## src/rtl/mem_wb_pipe_reg.sv

```systemverilog
// mem_wb_pipe_reg: elastic MEM/WB pipeline register with a pre-muxed
// write-back value, flush, and an optional 2-entry skid buffer.
//
// Ports:
//   clk, clr            clock (rising edge), async active-low reset
//   flush               synchronous squash of all held entries
//   in_valid/in_ready   MEM-side handshake
//   in_reg_write, in_mem_to_reg, in_write_reg, in_alu_out, in_dm_out
//                       incoming entry fields
//   out_valid/out_ready WB-side handshake
//   out_reg_write       head RegWrite, gated by out_valid
//   out_mem_to_reg, out_write_reg, out_alu_out, out_dm_out
//                       head entry fields
//   out_wb_data         out_mem_to_reg ? out_dm_out : out_alu_out
//
// Parameters:
//   DATA_W   data width
//   REG_W    destination register index width
//   SKID_EN  1 = 2-entry skid buffer, registered in_ready
//            0 = single entry, in_ready combinational from out_ready

module mem_wb_pipe_reg #(
    parameter int DATA_W  = 32,
    parameter int REG_W   = 6,
    parameter int SKID_EN = 1
) (
    input  logic              clk,
    input  logic              clr,
    input  logic              flush,

    input  logic              in_valid,
    output logic              in_ready,
    input  logic              in_reg_write,
    input  logic              in_mem_to_reg,
    input  logic [REG_W-1:0]  in_write_reg,
    input  logic [DATA_W-1:0] in_alu_out,
    input  logic [DATA_W-1:0] in_dm_out,

    output logic              out_valid,
    input  logic              out_ready,
    output logic              out_reg_write,
    output logic              out_mem_to_reg,
    output logic [REG_W-1:0]  out_write_reg,
    output logic [DATA_W-1:0] out_alu_out,
    output logic [DATA_W-1:0] out_dm_out,
    output logic [DATA_W-1:0] out_wb_data
);

    typedef enum logic [1:0] {
        S_EMPTY = 2'd0,
        S_ONE   = 2'd1,
        S_TWO   = 2'd2
    } state_t;

    state_t state;

    // Head entry; rw_q already carries the out_valid gating.
    logic              valid_q;
    logic              rw_q;
    logic              m2r_q;
    logic [REG_W-1:0]  wr_q;
    logic [DATA_W-1:0] alu_q;
    logic [DATA_W-1:0] dm_q;

    // Skid entry, only ever filled when SKID_EN != 0.
    logic              sk_rw_q;
    logic              sk_m2r_q;
    logic [REG_W-1:0]  sk_wr_q;
    logic [DATA_W-1:0] sk_alu_q;
    logic [DATA_W-1:0] sk_dm_q;

    logic              rdy_q;
    logic              in_xfer;
    logic              out_xfer;

    // rdy_q stays 1 when SKID_EN == 0 (TWO is unreachable), so the
    // single-entry form reduces to !out_valid | out_ready.
    always_comb begin
        if (SKID_EN != 0) begin
            in_ready = rdy_q;
        end else begin
            in_ready = rdy_q & (~valid_q | out_ready);
        end
    end

    assign in_xfer  = in_valid & in_ready;
    assign out_xfer = valid_q & out_ready;

    always_ff @(posedge clk or negedge clr) begin
        if (!clr) begin
            state    <= S_EMPTY;
            valid_q  <= 1'b0;
            rdy_q    <= 1'b1;
            rw_q     <= 1'b0;
            m2r_q    <= 1'b0;
            wr_q     <= '0;
            alu_q    <= '0;
            dm_q     <= '0;
            sk_rw_q  <= 1'b0;
            sk_m2r_q <= 1'b0;
            sk_wr_q  <= '0;
            sk_alu_q <= '0;
            sk_dm_q  <= '0;
        end else if (flush) begin
            // Fields are left as-is; only validity matters.
            state   <= S_EMPTY;
            valid_q <= 1'b0;
            rw_q    <= 1'b0;
            rdy_q   <= 1'b1;
        end else begin
            unique case (state)
                S_EMPTY: begin
                    if (in_xfer) begin
                        state   <= S_ONE;
                        valid_q <= 1'b1;
                        rw_q    <= in_reg_write;
                        m2r_q   <= in_mem_to_reg;
                        wr_q    <= in_write_reg;
                        alu_q   <= in_alu_out;
                        dm_q    <= in_dm_out;
                    end
                end
                S_ONE: begin
                    unique case (1'b1)
                        (in_xfer && out_xfer): begin
                            rw_q  <= in_reg_write;
                            m2r_q <= in_mem_to_reg;
                            wr_q  <= in_write_reg;
                            alu_q <= in_alu_out;
                            dm_q  <= in_dm_out;
                        end
                        (!in_xfer && out_xfer): begin
                            state   <= S_EMPTY;
                            valid_q <= 1'b0;
                            rw_q    <= 1'b0;
                        end
                        (in_xfer && !out_xfer): begin
                            // Head is stalled; park the newcomer behind it.
                            state    <= S_TWO;
                            rdy_q    <= 1'b0;
                            sk_rw_q  <= in_reg_write;
                            sk_m2r_q <= in_mem_to_reg;
                            sk_wr_q  <= in_write_reg;
                            sk_alu_q <= in_alu_out;
                            sk_dm_q  <= in_dm_out;
                        end
                        default: begin
                        end
                    endcase
                end
                S_TWO: begin
                    if (out_xfer) begin
                        state <= S_ONE;
                        rdy_q <= 1'b1;
                        rw_q  <= sk_rw_q;
                        m2r_q <= sk_m2r_q;
                        wr_q  <= sk_wr_q;
                        alu_q <= sk_alu_q;
                        dm_q  <= sk_dm_q;
                    end
                end
                default: begin
                    state   <= S_EMPTY;
                    valid_q <= 1'b0;
                    rw_q    <= 1'b0;
                    rdy_q   <= 1'b1;
                end
            endcase
        end
    end

    assign out_valid      = valid_q;
    assign out_reg_write  = rw_q;
    assign out_mem_to_reg = m2r_q;
    assign out_write_reg  = wr_q;
    assign out_alu_out    = alu_q;
    assign out_dm_out     = dm_q;
    assign out_wb_data    = m2r_q ? dm_q : alu_q;

endmodule
```

## config.mk

```make
export PLATFORM = sky130hd
export DESIGN_NAME = mem_wb_pipe_reg
export DESIGN_NICKNAME = d
export VERILOG_FILES = /design/src/rtl/mem_wb_pipe_reg.sv
export SDC_FILE = /design/constraint.sdc
export NUM_CORES = 1
export LEC_CHECK = 0
export CORE_UTILIZATION = 40
export DETAILED_ROUTE_END_ITERATION = 6
export PLACE_DENSITY = 0.67
export SYNTH_ARGS = -nofsm -noshare
export SYNTH_HDL_FRONTEND = slang
export SYNTH_SLANG_ARGS = --single-unit
```

## constraint.sdc

```tcl
create_clock -name clk -period 3 [get_ports clk]
set_input_delay 0.9 -clock clk [delete_from_list [all_inputs] [get_ports clk]]
set_output_delay 0.9 -clock clk [all_outputs]
set_load 0.05 [all_outputs]
```

# Yosys cells after proc, flatten, opt, wreduce, memory -nomap -nowiden
# Index checks and enable logic that the tools add are counted.
op_classes:
  n_mux: 35
  reduce_logical: 13
  n_eq_ne: 13
  n_bitwise: 3
ops:
  columns: ["op", "count"]
  rows:
  - ["two-way mux 32 bit", 7]
  - ["case mux 32 bit (3 select lines)", 2]
  - ["two-way mux 6 bit", 3]
  - ["case mux 6 bit (3 select lines)", 1]
  - ["AND reduction 3 bit", 5]
  - ["two-way mux 1 bit", 12]
  - ["!= test 3 bit, second input constant", 4]
  - ["case mux 1 bit (3 select lines)", 4]
  - ["!= test 2 bit, second input constant", 5]
  - ["!= test 4 bit, second input constant", 2]
  - ["two-way mux 2 bit", 3]
  - ["case mux 2 bit (3 select lines)", 1]
  - ["AND reduction 5 bit", 1]
  - ["case mux 2 bit (2 select lines)", 1]
  - ["logical AND 1 bit", 3]
  - ["nonzero test 3 bit", 1]
  - ["AND 1 bit", 2]
  - ["== test 2 x 1 -> 1 bit, second input constant", 1]
  - ["== test 2 bit, second input constant", 1]
  - ["zero test 1 bit", 2]
  - ["zero test 2 bit", 1]
  - ["case mux 1 bit (2 select lines)", 1]
  - ["NOT 1 bit", 1]
word_totals:
  output_inout_bits: 106
  register_bits: 148

# Longest topological paths before layout
depth:
  ltp_word: 6
  mapped_depth: 8
  mapped_depth_nobuf: 4

# Worst setup path after synthesis
# No wires, ideal clock.
synth_path:
  kind: "reg2out"
  from: "register m2r_q, in the netlist out_mem_to_reg"
  to: "output port out_wb_data[10]"
  arrival_time_ns: 1.716
  stages_incl_launch_ff: 4
  path_buffers: 2
  path_slack_ns: 0.384
  cell_sequence: "dfrtp_1 -> clkbuf_1 -> clkbuf_1 -> mux2_2"
synth_between:
  elab_chain_len: 1
synth_rtl:
  columns: ["item", "line_no", "rtl"]
  rows:
  - ["start, declared", "60", "logic m2r_q;"]
  - ["start signal, assigned", "117", "m2r_q <= in_mem_to_reg;"]
  - ["start signal, assigned", "127", "m2r_q <= in_mem_to_reg;"]
  - ["start signal, assigned", "156", "m2r_q <= sk_m2r_q;"]
  - ["two-way mux 32 bit", "178", "assign out_wb_data = m2r_q ? dm_q : alu_q;"]
  - ["end, declared", "46", "output logic [DATA_W-1:0] out_wb_data"]
# No other way between the ends.

# Final worst setup path
layout_path:
  from: "register m2r_q, in the netlist out_mem_to_reg"
  to: "output port out_wb_data[27]"
# Same word-level chain as after synthesis.

==> impl_metrics.csv <==
group,metric,value,unit
route,ant_nets,0,
layout,drive_above_1_share,37.1,%
worst_setup_path,r2r-end,"out_dm_out[30]",
worst_setup_path,critPathMaxFanout,18,
placed_design,gp_congestion,0.814,
placed_design,hpwl,11100,µm
layout,area_growth,35.8,%
layout,fin_nets,795,
layout,antenna_cells,0,
die,fp-row-count,48,
clock_network,cts_tree,"built",
grt,grt_util_met2,30.2,%
grt,track_usage,18.2,%
grt,first_global_vias,4972,
sta,report.final.slew_viol_count,0,
synthesis,yosys_most_used_dff,"dfrtp_1",
sta,finalSetupViolations,0,
sta,rsz0062_at_grt,"false",
worst_setup_path,arrival,1860,ps
route,drcViolationCount,0,
power,p_total,12.7,mW
clock_network,hold_buffers,0,
synthesis,ys_ff_latch,148,
layout,final_cell_mix,"148 x clkdlybuf4s50_1, 146 x dfrtp_1, 71 x mux2i_1, 71 x a21oi_2, 70 x mux2_4",
sta,fin_worst_skew,7.84,ps
grt,grt_pass1_wl,25900,µm
clock_network,clock-sinks,148,
sta,fin_ws,239,ps
synthesis,netlist_instances,539,
layout,final_common_cell,"clkdlybuf4s50_1",
worst_setup_path,reg2reg_from,"state[1]",
worst_setup_path,start_kind,"flip-flop",
worst_setup_path,reg2reg_depth,4,
die,dieHeight,137,µm
sta,post-route-period-util,92.0,%
route,post_drt_wl_per_cell,17.0,µm
synthesis,ys_seq_area_share,51.0,%
sta,fin_tns_setup,0,ps
grt,grt_use_met3,5.89,%
sta,hold_viol_final,0,
power,ir_worst_vdd,1.01,mV
synthesis,synth-edff-count,0,
clock_network,numCtsBuffers,17,
die,io_pins,183,
worst_setup_path,endpoint_kind,"output port",
sta,worstMarginPinSlew,653,ps
worst_setup_path,rrSetupSlack,990,ps
worst_setup_path,endpoint,"out_wb_data[27]",
grt,use_met1,22.6,%
die,dieWidth,137,µm
die,core,0.0175,mm²
placed_design,dp_slack,294,ps
synthesis,syn_nets,616,
die,die-area,0.0187,mm²
power,p_per_area,1290,mW/mm²
worst_setup_path,required,2100,ps
layout,post-route-util,56.3,%
min_path,min-delay-path-class,"input port to async pin",
grt,busiest_layer,"met2",
grt,grt-ovfl-total,0,
route,first_pass_iters,4,
synthesis,syn_avg_cell_area,13.5,µm²
synthesis,synthArstFlopShare,100,%
worst_setup_path,critPathLaunch,"out_mem_to_reg",
power,p_leak,4.16,nW
clock_network,postCtsSetupBuffers,0,
route,drtIter0Drc,119,
die,initial_core_util,41.4,%
synthesis,synth_warnings,0,
grt,grt_antenna_before_repair,0,
sta,max-slew-margin-rel,56.5,%
clock_network,clk_pin_slew,60,ps
route,drt_wl_total,16200,µm
synthesis,synth_cell_types,33,
clock_network,insertion_delay,420,ps
clock_network,cts_resized,0,
grt,grt_max_degree,66,
clock_network,cts_buffer_depth,2,
route,vias_per_cell,4.97,
worst_setup_path,critical_path_class,"flip-flop to output port",
sta,period_needed,2760,ps
flow_run,maxCapViolCount,0,
outcome,outcome,"finished, final reports clean",
placed_design,port_buffers,182,
sta,max_freq,0.362,GHz
clock_network,root_buffer,"clkbuf_16",
clock_network,htree_levels,4,
synthesis,syn-cell-area,0.00727,mm²
route,vias,4740,
==> logic make-up after synthesis <==
group                  count (synthesis)  share of synthesized area, %
AO/OA/AOI/OAI                         85                          9.92
XOR/XNOR                               1                         0.121
multiplexers                         175                          29.5
buffers and inverters                 41                          4.15
AND/OR/NAND/NOR                       89                          5.32
flip-flops                           148                          51.0
==> worst max-delay path: stages (launching register included) <==
cell	delay [ps]
dfrtp_2	660
buf_12	230
mux2_2	350
buf_4	190
==> final cells by class <==
type                       count  area (µm²)
clock buffer                  20         467
clock inverter                 9         154
fill                        1434        7670
inverter                       2        7.51
multi-input combinational    350        3290
sequential                   148        3710
tap                          225         282
timing repair buffer         199        1970
==> power breakdown <==
part | internal [mW] | switching, mW
sequential | 2.97 | 0.775
combinational | 2.69 | 4.05
clock | 1.44 | 0.792
total | 7.09 | 5.62
==> cells in the mapped netlist (2+ instances only) <==
cell type,instances,area share (%)
dfrtp_1,147,51
a21oi_2,71,8.6
mux2i_1,71,9.8
mux2_4,70,14
nor2_1,66,3.4
mux2_2,34,5.3
buf_6,17,2.6
buf_2,10,0.69
clkbuf_1,10,0.52
nor2_2,9,0.77
a21oi_1,3,0.21
nand2_1,3,0.15
nand2b_1,3,0.26
buf_4,2,0.21
inv_1,2,0.10
nor2b_1,2,0.17
nor3_1,2,0.14
o21ai_0,2,0.14
==> metal layers <==
metal  up-vias  share of wire, %
met1      2380                44
li1       2236                 -
met3        10               5.9
met5         -                 0
met4         0              0.90
met2       114                49
==> how the worst min path moves through the flow <==
stage          cells past startpoint        endpoint    startpoint  slack, ps
5_1_grt                            1  out_dm_out[16]           clr        520
3_3_place_gp                       1     sk_dm_q[31]   sk_dm_q[31]        490
2_1_floorplan                      1     sk_dm_q[31]   sk_dm_q[31]        480
4_1_cts                            1  out_dm_out[16]           clr        500
3_5_place_dp                       1    sk_alu_q[12]  sk_alu_q[12]        490
6_report                           1     sk_dm_q[14]           clr        490
==> stage by stage <==
stage               hold slack (ps)  instance area (µm²)  std cells
floorplan                       479                 7270        539
global placement                488                 9250        924
detailed placement              493                 9250        924
CTS                             503                 9870        953
global route                    520                 9870        953
finish                          492                 9870        953
Note: power is estimated with default switching activity, not from simulation.
